### config.mk
export PLATFORM = sky130hd
export DESIGN_NAME = q_ifid
export DESIGN_NICKNAME = d
export VERILOG_FILES = /design/src/rtl/q_ifid_pkg.sv /design/src/rtl/q_ifid_ram.sv /design/src/rtl/q_ifid.sv
export SDC_FILE = /design/constraint.sdc
export NUM_CORES = 1
export LEC_CHECK = 0
export CAP_MARGIN = 20
export CELL_PAD_IN_SITES_DETAIL_PLACEMENT = 0
export CELL_PAD_IN_SITES_GLOBAL_PLACEMENT = 2
export CORE_ASPECT_RATIO = 1.2
export CORE_MARGIN = 2
export CORE_UTILIZATION = 50
export CTS_CLUSTER_DIAMETER = 40
export DETAILED_ROUTE_END_ITERATION = 10
export PLACE_DENSITY_LB_ADDON = 0.1
export SYNTH_ARGS = -nofsm -noshare
export SYNTH_HDL_FRONTEND = slang
export SYNTH_SLANG_ARGS = --single-unit
### constraint.sdc
create_clock -name CLK -period 30.7 [get_ports CLK]
set_clock_uncertainty 0.15 [all_clocks]
set_input_delay 3.07 -clock CLK [delete_from_list [all_inputs] [get_ports CLK]]
set_output_delay 3.07 -clock CLK [all_outputs]
set_load 0.01 [all_outputs]
### src/rtl/q_ifid_pkg.sv
// Shared types and defaults for the IF/ID instruction-pair queue.
package q_ifid_pkg;

    localparam int unsigned IFID_DEPTH = 8;
    localparam int unsigned IFID_AW    = 3;

    // One queue entry: the fetched instruction pair and its two addresses.
    typedef struct packed {
        logic [31:0] Instr1;
        logic [31:0] Instr2;
        logic [31:0] PCA;
        logic [31:0] CIA;
    } ifid_entry_t;

endpackage

### src/rtl/q_ifid_ram.sv
// Entry storage for q_ifid: synchronous write, asynchronous read, no reset.
module q_ifid_ram
    import q_ifid_pkg::*;
#(
    parameter int unsigned DEPTH = IFID_DEPTH,
    parameter int unsigned AW    = IFID_AW
) (
    input  logic          clk,
    input  logic          we,
    input  logic [AW-1:0] waddr,
    input  ifid_entry_t   wdata,
    input  logic [AW-1:0] raddr,
    output ifid_entry_t   rdata
);

    ifid_entry_t mem [DEPTH];

    // Write the offered entry on the rising edge when enabled.
    always_ff @(posedge clk) begin
        if (we) begin
            mem[waddr] <= wdata;
        end
    end

    assign rdata = mem[raddr];

endmodule

### src/rtl/q_ifid.sv
// IF/ID queue: FIFO of instruction pairs between fetch and decode, with flush
// and sticky overflow/underflow flags. Head is read combinationally.
module q_ifid
    import q_ifid_pkg::*;
#(
    parameter int unsigned DEPTH = IFID_DEPTH,
    parameter int unsigned AW    = IFID_AW
) (
    input  logic          CLK,
    input  logic          RESET,
    input  logic          pushReq,
    input  logic [31:0]   Instr1_in,
    input  logic [31:0]   Instr2_in,
    input  logic [31:0]   PCA_in,
    input  logic [31:0]   CIA_in,
    input  logic          popReq,
    input  logic          flush,
    output logic [31:0]   Instr1_out,
    output logic [31:0]   Instr2_out,
    output logic [31:0]   PCA_out,
    output logic [31:0]   CIA_out,
    output logic          full,
    output logic          empty,
    output logic [AW:0]   count,
    output logic          ovf_err,
    output logic          udf_err
);

    logic [AW-1:0] wr_ptr_q, wr_ptr_d;
    logic [AW-1:0] rd_ptr_q, rd_ptr_d;
    logic [AW:0]   count_q, count_d;
    logic          ovf_q, ovf_d;
    logic          udf_q, udf_d;
    logic          push_ok, pop_ok;
    ifid_entry_t   wr_entry, rd_entry, head;

    // Flags come from the registered count only, never from the requests.
    assign full  = (count_q == (AW+1)'(DEPTH));
    assign empty = (count_q == '0);

    // Flush overrides both sides; a full/empty queue rejects regardless of the other side.
    assign push_ok = pushReq & ~full & ~flush;
    assign pop_ok  = popReq & ~empty & ~flush;

    assign wr_entry = '{Instr1: Instr1_in, Instr2: Instr2_in, PCA: PCA_in, CIA: CIA_in};

    q_ifid_ram #(
        .DEPTH (DEPTH),
        .AW    (AW)
    ) u_ram (
        .clk   (CLK),
        .we    (push_ok),
        .waddr (wr_ptr_q),
        .wdata (wr_entry),
        .raddr (rd_ptr_q),
        .rdata (rd_entry)
    );

    // Next-state for pointers, count and sticky error flags.
    always_comb begin
        wr_ptr_d = wr_ptr_q;
        rd_ptr_d = rd_ptr_q;
        count_d  = count_q;
        ovf_d    = ovf_q;
        udf_d    = udf_q;
        if (flush) begin
            wr_ptr_d = '0;
            rd_ptr_d = '0;
            count_d  = '0;
        end else begin
            if (push_ok) begin
                wr_ptr_d = wr_ptr_q + AW'(1);
            end
            if (pop_ok) begin
                rd_ptr_d = rd_ptr_q + AW'(1);
            end
            if (push_ok && !pop_ok) begin
                count_d = count_q + (AW+1)'(1);
            end else if (pop_ok && !push_ok) begin
                count_d = count_q - (AW+1)'(1);
            end
            if (pushReq && full) begin
                ovf_d = 1'b1;
            end
            if (popReq && empty) begin
                udf_d = 1'b1;
            end
        end
    end

    // State registers; reset empties the queue immediately.
    always_ff @(posedge CLK or negedge RESET) begin
        if (!RESET) begin
            wr_ptr_q <= '0;
            rd_ptr_q <= '0;
            count_q  <= '0;
            ovf_q    <= 1'b0;
            udf_q    <= 1'b0;
        end else begin
            wr_ptr_q <= wr_ptr_d;
            rd_ptr_q <= rd_ptr_d;
            count_q  <= count_d;
            ovf_q    <= ovf_d;
            udf_q    <= udf_d;
        end
    end

    // Head reads zero when empty so stale storage never leaks out.
    always_comb begin
        head = empty ? '0 : rd_entry;
    end

    assign Instr1_out = head.Instr1;
    assign Instr2_out = head.Instr2;
    assign PCA_out    = head.PCA;
    assign CIA_out    = head.CIA;
    assign count      = count_q;
    assign ovf_err    = ovf_q;
    assign udf_err    = udf_q;

endmodule

==> key figures, run 1 <==
Worst setup path
  – Delay-heaviest family, CP: buffers and inverters
  – Critical path's largest stage delay: a little under 1000 ps
  – WP buf/inv: 3
  – R2R setup slack: approximately 27000 ps
  – Critical Path Slowest Stage Cell: dfrtp_4
  – CP Cell Sequence: buf_4 -> buf_4 -> mux4_2 -> mux2i_1 -> nor2_1 -> clkdlybuf4s50_1
  – Worst EP required: 27480 ps
  – Critical path endpoint category: output pin
  – CP Data Arrival Time: roughly 4900 ps
  – WS Path Type: reg -> out
  – Worst-case reg-to-reg path depth: 5
  – Most used cell, CP: buf_4
  – R2r startpoint: count[0]$_DFFE_PN0P_
  – Critical path peak fanout: 69
  – Crit path launch type: register
  – R2R Path End: u_ram.mem[1][82]$_DFFE_PP_

Pwr
  – Power Density: about 85 nW/µm²
  – Tot Pwr: roughly 4 mW
  – Max VDD drop: ~70 µV
  – Pleak: 14.62 nW

STA
  – Max Fclk: roughly 0.12 GHz
  – Measured slew at the worst slew-check pin: around 1100 ps
  – Final Slew Violations: 0
  – Final min period: ~8000 ps
  – Period Utilization, post-route: 0.2654
  – Fin. Hold Viols: 0
  – Final setup viols: 0
  – Unrepaired setup endpoints after global routing: false
  – Slew HR: 0.2614
  – Fin Hold WS: 311.7 ps
  – Post-route setup TNS: 0 ps

Detailed routing
  – WL per Instance: 26.21 µm
  – Final wirelength: around 83000 µm
  – Router iterations before antenna repair: 5
  – Routed vias/inst: 5.712
  – Iteration-0 DRC count of the detailed router: between 1000 and 1500
  – Routed Antenna Nets: 0
  – Drc violations: 0
  – DR vias: 18080

Min path
  – Worst hold stages: 1
  – Hold EP: ovf_err$_DFFE_PN0P_
  – HP Class: reg -> reg
  – Hold wc startpoint: ovf_err$_DFFE_PN0P_

Die
  – IO Count: approximately 270
  – Die area: 81100 µm²
  – Die height: roughly 310 µm
  – Die X: between 200 and 300 µm
  – Row Count: around 110
  – Core ar.: roughly 78000 µm²
  – Starting density of the core: 0.5058

Clock tree
  – Clk_lat worst skew: about 670 ps
  – PostCTS Resize Cnt: 0
  – Clock tree from TritonCTS: built
  – Hold_buf cts: 0
  – Post-CTS Setup Repair Bufs: 0
  – Max Root-Sink Buffers: 3
  – CTS Sinks: 1036
  – Clk pin slew, worst setup/hold paths: about 50 ps
  – H-tree depth: 3
  – CTS Buf Count: 120
  – CTS root buffer: clkbuf_16

Final layout
  – Final nets: 2174
  – Final core occ: 0.6103
  – Fillers: 5557
  – Layout area overhead: 20.65%
  – Share of cells above drive strength 1: 0.2342

Placed design
  – Routability cong.: between 0.6 and 0.7
  – HPWL after detailed placement: between 40000 and 50000 µm
  – Port buffer count: approximately 270

Synthesis
  – Post-synth EDFFs: approximately 1000
  – Ys Warns: 0
  – Sequential share of the synthesized area: 0.7878
  – Synth Instances: 1704
  – Ys async rst share: 0.01158
  – Synth Cell Area: 39410 µm²
  – Avg Inst Size Synth: between 20 and 25 µm²
  – Register bit total from synthesis: around 1000
  – Most used flip-flop cell after synthesis: edfxtp_1
  – Syn_nets: approximately 1800
  – Synth cell types: 34

GRT
  – Vias in the first global route: about 19000
  – Global Route Usage Sum: 0.2083
  – Initial antenna violation count: 11
  – First-pass GRT wire length: around 120000 µm
  – Total grt overflow: 0
  – Largest net degree at the start of global routing: approximately 130

Outcome
  – Status: finished clean

Flow run
  – Max-Cap Viols: 0
-- state kept, by name, summed over array words and instances (netlist names) --
signal / flops
wr_ptr_q: 3
udf_err: 1
u_ram.mem: 1024
ovf_err: 1
count: 4
rd_ptr_q: 3
-- cell usage in the layout (no fill, tap or decap), types with 4 or more instances in the layout --
cell type	Yosys	final
mux2i_1	128	128
inv_6	0	14
clkinv_1	0	14
bufinv_16	0	17
clkbuf_1	44	15
clkinvlp_4	0	9
dfrtp_1	12	9
nand3_1	4	4
clkinv_4	1	10
xor2_1	4	4
nand2_1	7	7
clkinv_2	0	18
mux4_2	257	257
buf_4	0	24
nor3_2	0	4
edfxtp_1	1024	1024
clkbuf_16	0	124
inv_1	4	4
ha_1	4	4
buf_12	0	6
clkdlybuf4s50_1	0	268
nor2_1	139	136
-- worst max-delay path by stage --
stage | start | end | slack [ps] | cells after the start
after floorplan | pushReq | u_ram.mem[0][0]$_DFFE_PP_ | 14120 | 3
after global placement | rd_ptr_q[0]$_DFFE_PN0P_ | Instr2_out[9] | 22880 | 6
after detailed placement | rd_ptr_q[0]$_DFFE_PN0P_ | Instr2_out[9] | 22820 | 6
after CTS | rd_ptr_q[0]$_DFFE_PN0P_ | Instr2_out[9] | 22090 | 6
after global routing | rd_ptr_q[1]$_DFFE_PN0P_ | Instr2_out[9] | 22240 | 6
final | rd_ptr_q[1]$_DFFE_PN0P_ | Instr2_out[9] | 22550 | 6
-- layer usage --
layer  global-route usage  wire (µm)
met1               0.2782      33730
met2               0.3464      42260
met3              0.04815       5431
met4              0.05675       1423
met5                    0        137
-- kinds of logic after synthesis --
logic type | synth area share
AO/OA/AOI/OAI | 0.002286
multiplexers | 0.1799
adder cells (fa/ha/maj) | 0.001778
XOR/XNOR | 0.001333
AND/OR/NAND/NOR | 0.01673
buffers and inverters | 0.01013
flip-flops | 0.7878
-- synth_stat cells (all sizes together) (2+ instances only) --
cell type,n,share of area
a21o,2,0.00038
a21oi,3,0.00038
buf,45,0.0053
clkbuf,44,0.0042
dfrtp,12,0.0076
edfxtp,1024,0.78
ha,4,0.0013
inv,4,0.00038
mux2,2,0.00057
mux2i,128,0.033
mux4,257,0.15
nand2,7,0.00067
nand2b,3,0.00048
nand3,4,0.00051
nor2,139,0.013
nor2b,2,0.00032
nor3,5,0.00063
nor4,2,0.00032
xnor2,2,0.00044
xor2,4,0.00089
-- layout make-up --
cell class,count,area (µm²),share of cell area
Multi-Input combinational cell,574,8019,0.1686
Sequential cell,1036,31060,0.6532
Antenna cell,1,2.502,0.00005263
Timing Repair Buffer,299,3010,0.06331
Inverter,5,23.77,0.0004999
Tap cell,1026,1284,0.02700
Clock buffer,140,3173,0.06673
Clock inverter,85,977.2,0.02055
-- power breakdown --
part	internal, mW	switching [mW]	leakage [nW]
Clock	0.888	0.565	2.01
Combinational	0.483	0.472	3.21
Sequential	1.61	0.0291	9.40
-- through the flow --
stage | cells | setup WS, ps | instance area, µm²
floorplan | 1704 | 14120 | 39410
global placement | 2938 | 22880 | 43350
CTS | 3163 | 22090 | 47500
finish | 3166 | 22550 | 47550
detailed placement | 2938 | 22820 | 43350
global route | 3166 | 22240 | 47550
Note: power is estimated with default switching activity, not from simulation.
==> run 2, diff against run 1 <==
- CORE_UTILIZATION: 50 -> 47
- clock period: 30.7 -> 8.5 ns (I/O delays scaled with it)
==> key figures, run 2 (synthesis gave the netlist of run 1 again) <==
Clock tree
  – Clk pin slew, worst setup/hold paths: 50 ps
  – Hold_buf cts: 0
  – PostCTS Resize Cnt: 0
  – Max Root-Sink Buffers: 3
  – Clock tree from TritonCTS: built
  – CTS root buffer: clkbuf_16
  – H-tree depth: 4
  – CTS Sinks: roughly 1000
  – Clk_lat worst skew: between 700 and 800 ps
  – CTS Buf Count: about 130
  – Post-CTS Setup Repair Bufs: 0

Placed design
  – Placed Cells: 3026
  – Routability cong.: ~0.7
  – HPWL after detailed placement: between 40000 and 50000 µm
  – Pre-CTS WS: roughly 4100 ps
  – Port buffer count: roughly 270

GRT
  – Largest net degree at the start of global routing: 129
  – Global Route Usage Sum: 0.2032
  – Total grt overflow: 0
  – Initial antenna violation count: 13
  – Vias in the first global route: roughly 20000
  – First-pass GRT wire length: 126800 µm

Min path
  – HP Class: reg -> reg

Detailed routing
  – Final wirelength: about 86000 µm
  – Iteration-0 DRC count of the detailed router: approximately 1200
  – Routed Antenna Nets: 0
  – WL per Instance: 26.15 µm
  – Routed vias/inst: between 5 and 6
  – Router iterations before antenna repair: 5
  – Drc violations: 0
  – DR vias: 18200

Final layout
  – Fillers: 6197
  – Layout area overhead: 22.08%
  – Most common cell after layout, fill and taps aside: edfxtp_1
  – Share of cells above drive strength 1: 0.2314
  – Fin cells: 3275
  – Final nets: around 2200
  – Commonest cells after routing, fill and taps aside: 1024 x edfxtp_1, 268 x clkdlybuf4s50_1, 257 x mux4_2, 141 x clkbuf_16, 136 x nor2_1
  – Reg with most FFs: u_ram.mem
  – Max FFs per register: around 1000

Worst setup path
  – Crit path launch type: register
  – CP Data Arrival Time: roughly 4100 ps
  – Worst EP required: roughly 7500 ps
  – WS Path Type: reg -> out
  – Critical path peak fanout: around 110
  – Critical path endpoint category: output pin

Flow run
  – Max-Cap Viols: 0

STA
  – Post-route setup TNS: 0 ps
  – Slew HR: 0.2552
  – Fin Hold WS: ~330 ps
  – Final setup viols: 0
  – Measured slew at the worst slew-check pin: around 1100 ps
  – Unrepaired setup endpoints after global routing: false
  – Final Slew Violations: 0
  – Fin. Hold Viols: 0
  – Max Fclk: ~0.2 GHz
  – Period Utilization, post-route: 0.5966
  – Setup slack after layout: between 3000 and 4000 ps
  – Final min period: slightly above 5000 ps

Die
  – IO Count: roughly 270
  – Row Count: around 120
  – Core ar.: 83310 µm²
  – Die area: roughly 86000 µm²
  – Die X: between 200 and 300 µm
  – Die height: about 320 µm
  – Starting density of the core: 0.4731

Pwr
  – Power Density: between 300 and 400 nW/µm²
  – Max VDD drop: roughly 290 µV
  – Pleak: 14.77 nW

Outcome
  – Status: finished clean
[run 2: cell types whose count changed in the layout (fill, tap and decap cells not counted), moves of 2 or more]
cell,delta
clkbuf_1,+5
inv_6,-7
clkbuf_16,+17
buf_4,-13
clkinv_1,+11
inv_8,-2
clkinv_2,-7
clkinvlp_4,+3
buf_12,+5
[run 2: power by group]
part           switching (mW)  leakage [nW]  internal (mW)  total (mW)
Sequential              0.118          9.40           5.81        5.93
Combinational            1.72          3.18           1.74        3.45
Clock                    2.11          2.19           3.58        5.69
[run 2: final timing paths]
check / startpoint / to / slack (ps) / cells after the start
min in group asynchronous: RESET / rd_ptr_q[2]$_DFFE_PN0P_ / 380 / 1
setup reg to reg: count[0]$_DFFE_PN0P_ / u_ram.mem[0][45]$_DFFE_PP_ / 5150 / 5
max in group asynchronous: RESET / rd_ptr_q[0]$_DFFE_PN0P_ / 7350 / 1
hold / removal: udf_err$_DFFE_PN0P_ / udf_err$_DFFE_PN0P_ / 330 / 1
setup / recovery: rd_ptr_q[0]$_DFFE_PN0P_ / PCA_out[20] / 3430 / 5
hold reg to reg: udf_err$_DFFE_PN0P_ / udf_err$_DFFE_PN0P_ / 330 / 1
[run 2: worst max-delay path, cell delays in order, from the launching register on]
cell,delay (ps)
dfrtp_4,920
buf_12,650
mux4_2,590
mux2i_1,330
nor2_1,90
clkdlybuf4s50_1,520
[run 2: area by class of cell]
class | count | area (µm²) | share of cell area
Antenna cell | 2 | 5.005 | 0.0001040
Clock buffer | 161 | 3603 | 0.07489
Clock inverter | 85 | 972.2 | 0.02021
Inverter | 5 | 23.77 | 0.0004941
Multi-Input combinational cell | 574 | 8034 | 0.1670
Sequential cell | 1036 | 31060 | 0.6456
Tap cell | 1121 | 1403 | 0.02915
Timing Repair Buffer | 291 | 3013 | 0.06262
[run 2: stage by stage]
stage          utilization  power, mW  instance area (µm²)
3_5_place_dp        0.5222      9.580                43510
5_1_grt             0.5775      15.70                48110
3_3_place_gp        0.5222      9.563                43510
6_report            0.5775      15.07                48110
4_1_cts             0.5772      15.30                48080
2_1_floorplan            -      7.948                39420
[run 2: layer usage]
layer  GRT usage  share of wire
met5           0         0.0012
met4     0.05716          0.017
met3     0.04900          0.048
met2      0.3394           0.51
met1      0.2674           0.42
==> run 3, diff against run 2 <==
- clock period: 8.5 -> 5.05 ns (I/O delays scaled with it)
==> key figures, run 3 (synthesis gave the netlist of run 1 again) <==
Clock tree
  – CTS root buffer: clkbuf_16
  – PostCTS Resize Cnt: 0
  – CTS Sinks: between 1000 and 1500
  – H-tree depth: 4
  – Post-CTS Setup Repair Bufs: 0
  – Clk_lat worst skew: approximately 700 ps
  – Clock tree from TritonCTS: built
  – Hold_buf cts: 0
  – CTS Buf Count: 130
  – Clk pin slew, worst setup/hold paths: around 50 ps
  – Max Root-Sink Buffers: 3

Final layout
  – Final nets: 2203
  – Layout area overhead: 23.09%
  – Max FFs per register: around 1000
  – Most common cell after layout, fill and taps aside: edfxtp_1
  – Commonest cells after routing, fill and taps aside: 1024 x edfxtp_1, 268 x clkdlybuf4s50_1, 257 x mux4_2, 136 x nor2_1, 133 x clkbuf_16
  – Reg with most FFs: u_ram.mem
  – Design area: 48510 µm²
  – Fin cells: ~3300
  – Share of cells above drive strength 1: 0.2501

Placed design
  – Port buffer count: around 270
  – Routability cong.: 0.7146
  – HPWL after detailed placement: approximately 47000 µm
  – Placed inst area: about 44000 µm²
  – Placed Cells: 3054

STA
  – Fin Hold WS: 34.63 ps
  – Measured slew at the worst slew-check pin: slightly below 900 ps
  – Fin. Hold Viols: 0
  – Post-route setup TNS: 0 ps
  – Final Slew Violations: 0
  – Unrepaired setup endpoints after global routing: false
  – Final setup viols: 0
  – Final min period: about 4200 ps
  – Slew HR: 0.4079
  – Period Utilization, post-route: 0.8365
  – Max Fclk: ~0.24 GHz

Flow run
  – Max-Cap Viols: 0

GRT
  – Vias in the first global route: between 15000 and 20000
  – Global Route Usage Sum: 0.2047
  – Total grt overflow: 0
  – Initial antenna violation count: 12
  – Largest net degree at the start of global routing: approximately 100
  – First-pass GRT wire length: roughly 130000 µm

Worst setup path
  – WS Path Type: reg -> out
  – Worst EP required: about 4400 ps
  – Crit path launch type: register
  – Critical Path Slowest Stage Cell: dfrtp_4
  – Worst-case reg-to-reg path depth: 4
  – CP Data Arrival Time: roughly 3600 ps
  – Worst path depth: 5
  – Critical path's largest stage delay: between 800 and 900 ps
  – Critical path peak fanout: 30
  – CP Cell Sequence: buf_4 -> mux4_2 -> mux2i_1 -> nor2_1 -> clkdlybuf4s50_1
  – Delay-heaviest family, CP: buffers and inverters
  – WP buf/inv: 2
  – Critical path endpoint category: output pin

Die
  – IO Count: about 270
  – Core ar.: around 83000 µm²
  – Row Count: between 100 and 150
  – Die X: about 270 µm
  – Die area: ~86000 µm²
  – Die height: 321.2 µm
  – Starting density of the core: 0.4731

Detailed routing
  – WL per Instance: 26.02 µm
  – Routed vias/inst: 5.540
  – Final wirelength: ~86000 µm
  – DR vias: roughly 18000
  – Routed Antenna Nets: 0
  – Drc violations: 0
  – Iteration-0 DRC count of the detailed router: about 1600
  – Router iterations before antenna repair: 4

Pwr
  – Max VDD drop: approximately 480 µV
  – Power Density: ~520 nW/µm²
  – Pleak: around 15 nW
  – Tot Pwr: between 20 and 30 mW

Min path
  – HP Class: in -> async

Outcome
  – Status: finished clean
## run 3: cell types whose count changed in the layout (fill, tap and decap cells not counted), sizes merged
cell	change
buf	+27
clkbuf	-19
inv	+16
clkinv	-8
bufinv	+2
clkinvlp	+1
diode	+1
## run 3: routing by layer
layer  wire (µm)  share of wire  up-vias  global-route usage
met4        1428          0.017       20             0.05580
met5         130         0.0015        -                   0
met1       35290           0.41     9786              0.2660
li1            -              -     7904                   -
met3        4934          0.058      119             0.05443
met2       43960           0.51      426              0.3425
## run 3: where the power goes
group / internal (mW) / leakage (nW) / total, mW / switching (mW)
logic: 3.02 / 3.39 / 5.92 / 2.91
clock network: 5.91 / 2.18 / 9.50 / 3.59
registers: 9.77 / 9.39 / 9.98 / 0.208
total: 18.7 / 15.0 / 25.4 / 6.70
## run 3: cell type report
class,instances,area (µm²)
Antenna cell,3,7.507
Clock buffer,142,3362
Clock inverter,96,1149
Fill cell,6108,34800
Inverter,5,23.77
Multi-Input combinational cell,574,8058
Sequential cell,1036,31060
Tap cell,1121,1403
Timing Repair Buffer,318,3446
## run 3: final timing paths
check	endpoint	start	slack [ps]
setup / recovery	CIA_out[0]	rd_ptr_q[0]$_DFFE_PN0P_	830
hold / removal	count[3]$_DFFE_PN0P_	RESET	30
setup reg to reg	u_ram.mem[3][10]$_DFFE_PP_	count[2]$_DFFE_PN0P_	2020
hold reg to reg	ovf_err$_DFFE_PN0P_	ovf_err$_DFFE_PN0P_	320
max in group asynchronous	rd_ptr_q[1]$_DFFE_PN0P_	RESET	4270
min in group CLK	ovf_err$_DFFE_PN0P_	ovf_err$_DFFE_PN0P_	320
## run 3: stage by stage
| stage | setup slack (ps) | util |
|---|---|---|
| 5_1_grt | 584.8 | 0.5823 |
| 6_report | 825.4 | 0.5823 |
| 3_5_place_dp | 1319 | 0.5281 |
| 3_3_place_gp | 1382 | 0.5281 |
| 4_1_cts | 640.6 | 0.5822 |
| 2_1_floorplan | -1981 | - |
